===== src/rtl/hawk_capture_sequencer.sv =====
// hawk_capture_sequencer: arms on capture, forwards one camera frame to the S2MM DMA stream with tlast,
// discards camera data otherwise, and reports busy/done/errors/frame count.
module hawk_capture_sequencer #(
  parameter int          DATA_W         = 64,
  parameter int          PIX_PER_BEAT   = 4,
  parameter logic [31:0] TIMEOUT_CYCLES = 32'd100000000
) (
  input  logic                sys_clk,
  input  logic                sys_rst_n,
  input  logic                capture,
  input  logic                abort,
  input  logic [15:0]         cfg_width,
  input  logic [15:0]         cfg_height,
  input  logic                frame_sync,
  input  logic [DATA_W-1:0]   s_tdata,
  input  logic                s_tvalid,
  output logic                s_tready,
  output logic [DATA_W-1:0]   m_tdata,
  output logic [DATA_W/8-1:0] m_tkeep,
  output logic                m_tlast,
  output logic                m_tvalid,
  input  logic                m_tready,
  output logic                busy,
  output logic                done,
  output logic                err_config,
  output logic                err_timeout,
  output logic                err_abort,
  output logic [15:0]         frames_captured
);
  typedef enum logic [1:0] {IDLE, ARM, STREAM, DONE} state_t;
  localparam logic [15:0] PPB = 16'(PIX_PER_BEAT);
  state_t      state_q, state_d;
  logic [15:0] bpl_q, bpl_d, height_q, height_d, beat_q, beat_d, line_q, line_d, frames_q, frames_d;
  logic [31:0] wdog_q, wdog_d;
  logic        abort_pend_q, abort_pend_d, err_config_q, err_config_d;
  logic        err_timeout_q, err_timeout_d, err_abort_q, err_abort_d;
  logic        in_stream, cfg_ok, forced, last_beat, line_end, xfer, wdog_hit;
  assign in_stream = state_q == STREAM;
  assign cfg_ok    = cfg_width != 16'd0 && cfg_height != 16'd0 && (cfg_width % PPB) == 16'd0;
  // an abort in the same cycle as a transfer turns that beat into the closing one
  assign forced    = abort_pend_q || abort;
  assign line_end  = beat_q == bpl_q - 16'd1;
  assign last_beat = line_end && line_q == height_q - 16'd1;
  assign xfer      = in_stream && s_tvalid && m_tready;
  assign wdog_hit  = wdog_q == TIMEOUT_CYCLES - 32'd1;
  assign m_tdata         = s_tdata;
  assign m_tvalid        = in_stream && s_tvalid;
  assign m_tlast         = in_stream && (forced || last_beat);
  assign m_tkeep         = in_stream ? '1 : '0;
  assign s_tready        = in_stream ? m_tready : state_q != DONE;
  assign busy            = state_q == ARM || in_stream;
  assign done            = state_q == DONE;
  assign err_config      = err_config_q;
  assign err_timeout     = err_timeout_q;
  assign err_abort       = err_abort_q;
  assign frames_captured = frames_q;
  always_comb begin
    state_d       = state_q;
    bpl_d         = bpl_q;
    height_d      = height_q;
    beat_d        = beat_q;
    line_d        = line_q;
    frames_d      = frames_q;
    wdog_d        = wdog_q;
    abort_pend_d  = abort_pend_q;
    err_config_d  = err_config_q;
    err_timeout_d = err_timeout_q;
    err_abort_d   = err_abort_q;
    case (state_q)
      IDLE: if (capture) begin
        err_config_d  = !cfg_ok;
        err_timeout_d = 1'b0;
        err_abort_d   = 1'b0;
        if (cfg_ok) begin
          bpl_d        = cfg_width / PPB;
          height_d     = cfg_height;
          beat_d       = 16'd0;
          line_d       = 16'd0;
          wdog_d       = 32'd0;
          abort_pend_d = 1'b0;
          state_d      = ARM;
        end
      end
      ARM: begin
        wdog_d = wdog_q + 32'd1;
        if (abort) begin
          err_abort_d = 1'b1;
          state_d     = IDLE;
        end else if (frame_sync) begin
          wdog_d  = 32'd0;
          state_d = STREAM;
        end else if (wdog_hit) begin
          err_timeout_d = 1'b1;
          state_d       = IDLE;
        end
      end
      STREAM: begin
        abort_pend_d = forced;
        wdog_d       = wdog_q + 32'd1;
        if (xfer) begin
          wdog_d = 32'd0;
          beat_d = line_end ? 16'd0 : beat_q + 16'd1;
          line_d = line_end ? line_q + 16'd1 : line_q;
          if (forced) begin
            err_abort_d = 1'b1;
            state_d     = IDLE;
          end else if (last_beat) begin
            state_d = DONE;
          end
        end else if (wdog_hit) begin
          err_timeout_d = 1'b1;
          state_d       = IDLE;
        end
      end
      default: begin
        frames_d = frames_q + 16'd1;
        state_d  = IDLE;
      end
    endcase
  end
  always_ff @(posedge sys_clk or negedge sys_rst_n) begin
    if (!sys_rst_n) begin
      state_q       <= IDLE;
      bpl_q         <= 16'd0;
      height_q      <= 16'd0;
      beat_q        <= 16'd0;
      line_q        <= 16'd0;
      frames_q      <= 16'd0;
      wdog_q        <= 32'd0;
      abort_pend_q  <= 1'b0;
      err_config_q  <= 1'b0;
      err_timeout_q <= 1'b0;
      err_abort_q   <= 1'b0;
    end else begin
      state_q       <= state_d;
      bpl_q         <= bpl_d;
      height_q      <= height_d;
      beat_q        <= beat_d;
      line_q        <= line_d;
      frames_q      <= frames_d;
      wdog_q        <= wdog_d;
      abort_pend_q  <= abort_pend_d;
      err_config_q  <= err_config_d;
      err_timeout_q <= err_timeout_d;
      err_abort_q   <= err_abort_d;
    end
  end
endmodule

===== config.mk =====
export PLATFORM = sky130hd
export DESIGN_NAME = hawk_capture_sequencer
export DESIGN_NICKNAME = d
export VERILOG_FILES = /design/src/rtl/hawk_capture_sequencer.sv
export SDC_FILE = /design/constraint.sdc
export NUM_CORES = 1
export LEC_CHECK = 0
export ABC_AREA = 1
export BUFFER_PORTS_ARGS = -buffer_cell sky130_fd_sc_hd__clkbuf_2
export CAP_MARGIN = 20
export CORE_ASPECT_RATIO = 1.75
export CORE_MARGIN = 2
export CORE_UTILIZATION = 59
export CTS_CLUSTER_SIZE = 16
export DETAILED_ROUTE_END_ITERATION = 10
export PLACE_DENSITY = 0.87
export SLEW_MARGIN = 20
export SYNTH_ARGS = -nofsm -noshare
export SYNTH_HDL_FRONTEND = slang
export SYNTH_SLANG_ARGS = --single-unit

===== constraint.sdc =====
create_clock -name sys_clk -period 5.5 [get_ports sys_clk]
set_clock_uncertainty 0.15 [all_clocks]
set_input_delay 0.825 -clock sys_clk [delete_from_list [all_inputs] [get_ports sys_clk]]
set_output_delay 0.825 -clock sys_clk [all_outputs]
set_load 0.005 [all_outputs]

==> results of run 1 <==
[routing by layer]
| layer | routed length, um | vias up | global-route usage | share of wire |
|---|---|---|---|---|
| met5 | 0 | - | 0 | 0 |
| li1 | - | 3421 | - | - |
| met4 | 981 | 0 | 0.167 | 0.052 |
| met3 | 938 | 96 | 0.0565 | 0.050 |
| met1 | 6700 | 3318 | 0.270 | 0.35 |
| met2 | 10300 | 231 | 0.519 | 0.55 |
[flip-flops by register name (all words and copies together) (netlist names)]
name	cells
bpl_q	14
state_q	2
err_timeout	1
err_abort	1
wdog_q	32
abort_pend_q	1
beat_q	16
frames_captured	16
line_q	16
height_q	16
err_config	1
[through the flow]
stage	power, mW	worst slack, ns	cell area, um2	hold slack, ns
after floorplan	2.22	2.75	7890	0.311
after global placement	2.44	1.96	7840	0.310
after detailed placement	2.48	1.86	7840	0.331
after CTS	3.70	1.82	8480	0.339
after global routing	3.95	1.46	8480	0.350
final	3.70	1.81	8480	0.341
[final cells by class]
| cell class | count | area (um2) |
|---|---|---|
| clock inverter | 11 | 174 |
| timing repair buffer | 74 | 383 |
| clock buffer | 21 | 470 |
| fill | 1072 | 4520 |
| inverter | 117 | 439 |
| sequential | 116 | 2900 |
| tap | 171 | 214 |
| multi-input combinational | 782 | 3900 |
[power groups by stage]
stage | Sequential (mW) | Clock (mW) | Combinational [mW]
floorplan | 1.14 | 0 | 1.08
global placement | 1.18 | 0 | 1.26
detailed placement | 1.18 | 0 | 1.30
CTS | 1.17 | 1.22 | 1.32
global route | 1.19 | 1.26 | 1.50
finish | 1.17 | 1.21 | 1.32
[cells in the final DEF (no fill, tap or decap), drive strengths merged, types with 2 or more instances in the layout]
cell	count
nor3b	10
dfrtp	116
bufinv	4
clkinv	3
xnor2	20
nand3b	11
inv	118
clkbuf	90
nor2	156
nor3	30
nand2	307
o21ai	61
nand3	69
xor2	53
nand4	17
or2	4
ha	10
a21oi	10
o21bai	2
a2bb2oi	2
buf	5
clkinvlp	3
nor4	13
[critical path, delay by kind of cell, from the launching register on]
family / cells / cell delay (ns)
and+or+nand+nor: 11 / 1.25
DFF: 1 / 0.38
buffers and inverters: 2 / 0.28
adders and majority gates: 1 / 0.23
AOI/OAI and AO/OA: 1 / 0.16
[worst paths after layout]
path | startpoint | end
worst max register to register | state_q[0] | wdog_q[24]
worst min-delay path | sys_rst_n | wdog_q[24]
worst max-delay path | bpl_q[0] | m_tlast
min in group sys_clk | frames_captured[15] | frames_captured[15]
max in group asynchronous | sys_rst_n | bpl_q[7]
worst min register to register | frames_captured[15] | frames_captured[15]
[kinds of logic (layout without fill, tap and decap cells)]
group	Yosys count	count (layout)	share of synthesized area
AND/OR/NAND/NOR	618	618	0.339
AO/OA/AOI/OAI	81	81	0.0577
XOR/XNOR	73	73	0.0810
flip-flops	116	116	0.368
buffers and inverters	212	223	0.139
adder cells (fa/ha/maj)	10	10	0.0159
==> impl_metrics.toml, run 1 <==
[global_routing]
grt_pass1_vias = 7090
antenna_found_initial = 0
grt_pass1_wl_um = 31600
grt_start_max_net_pins = 60
track_usage = 0.275
overflow = 0

[timing]
tns_ns = 0
final_max_slew_viol_count = 0
setup_viol = 0
max_freq_mhz = 271
slew_headroom = 0.474
layout_min_cycle_time_ns = 3.69
hold_viol_final = 0
rsz0062_at_grt = "false"
worst_slew_pin_slew_ns = 0.789
fin_crit_sh = 0.671

[drt]
drcViolationCount = 0
num_vias = 7066
first_pass_iters = 5
detail-route-antenna-nets = 0
routedWlPerCell_um = 14.7
routed_wl_um = 18900
drt_iter0_drc = 512
vias_per_cell = 5.47

[worst_setup_path]
rr_worst_depth = 13
cpMaxStageDelayCell = "dfrtp_1"
end_kind = "output port"
critical_path_class = "register to output port"
cp.required_ns = 4.53
critPathMaxStageDelay_ns = 0.38
cpMostUsedCell = "nand2_1"
worstPathArrival_ns = 2.71
start_kind = "register"
rrSetupSlack_ns = 2.52
crit_chain = "inv_1 > ha_1 > nand2_1 > nor2_1 > nand2_1 > nor2_2 > nand2_1 > nand2_1 > nand2_1 > nor2_1 > nand2_1 > nor2_4 > nand2_1 > a21oi_1 > clkbuf_2"
crit_fanout = 4

[cells_and_area]
fin_cells = 1292
syn_to_final_growth_pct = 7.50
drive_above_1_share = 0.117
layout.nets = 1221
diodes = 0
finish.utilization = 0.652

[power_and_ir_drop]
peakVddDrop_v = 0.000302
total_leakage_power_nw = 3.99
power.density_nw_per_um2 = 436
pwr-share-comb = 0.356
seqPwrFrac = 0.316
power.internal_mw = 2.23
p_sw_frac = 0.399
p_sw_mw = 1.48
power_frac_clock = 0.328

[synthesis]
netlist_top_cells_area = "dfrtp_1 37%, nand2_1 15%, nor2_1 7.0%, buf_4 6.9%, xor2_1 5.9%"
syn-instance-count = 1110
synth_seq_cells = 116
yosysTopAreaCell = "dfrtp_1"
synth_fp_nets = 1223
yosysUniqueCellTypes = 37
synth_area_per_cell_um2 = 7.11
netlist_area_um2 = 7890
synth_top_cell_area_share = 0.368
synth-main-ff-cell = "dfrtp_1"
synth.most_common_cell = "nand2_1"
synth_edf_count = 0
yosys_warnings = 0
synthTopCellsByCount = "305 x nand2_1, 147 x nor2_1, 116 x dfrtp_1"
async_reset_ff_frac = 1.00
yosysSeqAreaShare = 0.368

[floorplanning]
die_h_um = 157
core_um2 = 13000
start_util = 0.607
die_x_um = 91.4
num_rows = 55
io_pins = 199
dieArea_um2 = 14400

[clock_network]
clockBufferDepth = 2
clk_pin_slew_ns = 0.06
post_cts_buffers = 0
hold_buffers = 0
clock_latency_ns = 0.42
ctsResizeCount = 0
cts_root_buf = "clkbuf_16"
htreeDepth = 4
numCtsBuffers = 17
tritoncts = "yes"
cts.sinks = 116

[placed_design]
place.gp.congestion = 0.915
place_inst = 1260
port_buffers = 70
dp_hpwl_um = 13600

[job]
maxCapViolCount = 0

[worst_hold_path]
hp-class = "primary input to async pin"

[outcome]
status = "finished, final reports clean"
(Power assumes the default switching activity.)
==> run 2: changes to the inputs <==
ABC_AREA = 0   (was 1)
CORE_UTILIZATION = 49   (was 59)
PLACE_DENSITY = 0.78   (was 0.87)
clock period = 3.3 ns   (was 5.5 ns; I/O delays follow)
==> run 2 against run 1 <==
Effect of this change:
- the flow now finishes with violations (negative setup slack)
- highest routed layer unchanged
- final cell count is 18% lower
- combinational power up 76%
- non-clock buffer count rose by 41
- core utilization down 9.2 points
- synthesized cell count is 25% lower
- area after synthesis is 3.6% lower
- largest cell class unchanged
==> impl_metrics.toml, run 2 <==
[synthesis]
yosysUniqueCellTypes = 61
synth_fp_nets = 945
yosysTopAreaCell = "dfrtp_1"
synthTopCellsByCount = "116 x dfrtp_1, 72 x buf_4, 68 x nand2_1"
synth_edf_count = 0
yosysSeqAreaShare = 0.382
syn-instance-count = 832
synth_area_per_cell_um2 = 9.14
yosys_warnings = 0
synth.most_common_cell = "dfrtp_1"
async_reset_ff_frac = 1.00
synth_seq_cells = 116
synth_top_cell_area_share = 0.382
netlist_top_cells_area = "dfrtp_1 38%, buf_4 7.1%, mux2_2 5.3%, xnor2_1 4.7%, nand2_1 3.4%"
netlist_area_um2 = 7610
synth-main-ff-cell = "dfrtp_1"

[worst_setup_path]
start_kind = "register"
critical_path_class = "register to output port"
end_kind = "output port"
cp-endpoint = "m_tlast"
path_buf_inv = 1
worstReg2RegEnd = "line_q[13]"
rrSetupSlack_ns = 0.07
crit_start = "height_q[7]"
cp.depth = 8
cp.required_ns = 2.65
crit_fanout = 6
critPathTopFamily = "simple AND/OR/NAND/NOR gates"
critPathMaxStageDelay_ns = 0.55
reg2reg_from = "bpl_q[6]"
worstPathArrival_ns = 2.97
cpMaxStageDelayCell = "or4_4"
crit_chain = "or4_4 > nand4b_1 > or3_4 > a22oi_2 > o2111ai_2 > nor2_2 > o31a_1 > clkbuf_2"
rr_worst_depth = 8

[cells_and_area]
syn_to_final_growth_pct = 12.9
final_cell_mix = "116 x dfrtp_1, 69 x clkbuf_2, 68 x nand2_1, 63 x nor2_1, 44 x buf_4"
largest_reg_flops = 32
layout.nets = 973
drive_above_1_share = 0.260
diodes = 0
fin_cells = 1059
max_flop_register = "wdog_q"
mostFrequentLayoutCell = "dfrtp_1"

[placed_design]
dp_hpwl_um = 13300
place_inst = 1025
dp_slack_ns = -0.0751
port_buffers = 70
place.gp.congestion = 0.930

[clock_network]
clockBufferDepth = 2
clock_latency_ns = 0.43
cts.sinks = 116
tritoncts = "yes"
clk_pin_slew_ns = 0.06
htreeDepth = 4
cts_root_buf = "clkbuf_16"
numCtsBuffers = 17

[floorplanning]
io_pins = 199
die_h_um = 169
die_x_um = 98.2
core_um2 = 15300
dieArea_um2 = 16600
start_util = 0.497
num_rows = 60

[timing]
tns_ns = -0.312
final_max_slew_viol_count = 0
hold_viol_final = 0
slew_headroom = 0.413
max_freq_mhz = 277
rsz0062_at_grt = "true"
setup_viol = 1
layout_min_cycle_time_ns = 3.61
fin_crit_sh = 1.09
worst_slew_pin_slew_ns = 0.880
setup_slack_ns = -0.312

[global_routing]
grt_pass1_vias = 6283
grt_pass1_wl_um = 30600
overflow = 0
grt_start_max_net_pins = 77
antenna_found_initial = 0
track_usage = 0.231

[drt]
first_pass_iters = 5
routed_wl_um = 18900
drt_iter0_drc = 395
drcViolationCount = 0
num_vias = 6267
routedWlPerCell_um = 17.8
detail-route-antenna-nets = 0
vias_per_cell = 5.92

[outcome]
violations = "negative setup slack"
status = "finished, violations left"

[power_and_ir_drop]
power.density_nw_per_um2 = 714
peakVddDrop_v = 0.000368
total_leakage_power_nw = 3.62

[worst_hold_path]
hp-class = "primary input to register"

[job]
maxCapViolCount = 0
run 2: changes by cell type in the layout (fill, tap and decap cells not counted), sizes merged, moves of 36 or more:
cell | previous run | this run
nand2 | 307 | 68
nor2 | 156 | 64
inv | 118 | 40
buf | 5 | 45
nand3 | 69 | 31
mux2 | 0 | 36
run 2: worst min path at each step:
stage,start,endpoint,cells after the start
4_1_cts,cfg_height[12],height_q[12],2
2_1_floorplan,sys_rst_n,abort_pend_q,0
5_1_grt,cfg_width[15],bpl_q[13],2
6_report,cfg_width[15],bpl_q[13],2
3_5_place_dp,frames_captured[15],frames_captured[15],1
3_3_place_gp,frames_captured[15],frames_captured[15],1
run 2: logic make-up after synthesis:
kind of cell | Yosys count | synth area share
AO/OA/AOI/OAI | 123 | 0.118
flip-flops | 116 | 0.382
XOR/XNOR | 62 | 0.0714
adder cells (fa/ha/maj) | 10 | 0.0164
buffers and inverters | 139 | 0.106
AND/OR/NAND/NOR | 327 | 0.228
multiplexers | 55 | 0.0783
run 2: worst register-to-register path, stage by stage, from the launching register on:
cell and delay [ns]:
dfrtp_1 0.38, or3_4 0.40, or4_4 0.52, a221o_1 0.35, a2111oi_4 0.28, nand4_4 0.15, buf_4 0.26, a2111oi_2 0.43
mux2i_1 0.23
run 2: stage by stage:
stage | utilization | power, mW | hold WS, ns | cell area (um2)
CTS | 0.559 | 6.09 | 0.162 | 8560
floorplan | - | 3.40 | 0.0494 | 7630
global placement | 0.513 | 4.01 | 0.311 | 7850
global route | 0.561 | 6.46 | 0.171 | 8590
detailed placement | 0.513 | 4.07 | 0.313 | 7850
finish | 0.561 | 6.13 | 0.171 | 8590
run 2: what timing repair did:
item / 4_1_cts / 5_1_grt
hold buffers: 1 / 0
setup endpoints to repair: 1 / 6
setup buffers: 1 / 0
gates resized for setup: 14 / 5
pin swaps: 7 / 1
hold endpoints to repair: 40 / 0
run 2: final cells by class:
| class | instances | area [um2] |
|---|---|---|
| clock buffers | 17 | 425 |
| clock inverters | 15 | 194 |
| fillers | 1333 | 6730 |
| inverters | 33 | 124 |
| multi-input cells | 577 | 4000 |
| flip-flops and latches | 116 | 2900 |
| well taps | 186 | 233 |
| repair buffers | 115 | 706 |
run 2: where the power goes:
part	switching [mW]	leakage, nW	internal [mW]	total (mW)
Clock	0.731	0.306	1.21	1.94
Sequential	0.224	1.55	1.65	1.87
Combinational	1.32	1.77	0.999	2.32
Total	2.27	3.62	3.86	6.13
run 2: metal layers:
| metal | track usage | routed length [um] |
|---|---|---|
| met5 | 0 | 0 |
| met4 | 0.148 | 1020 |
| met3 | 0.0421 | 809 |
| met2 | 0.427 | 10300 |
| met1 | 0.236 | 6800 |
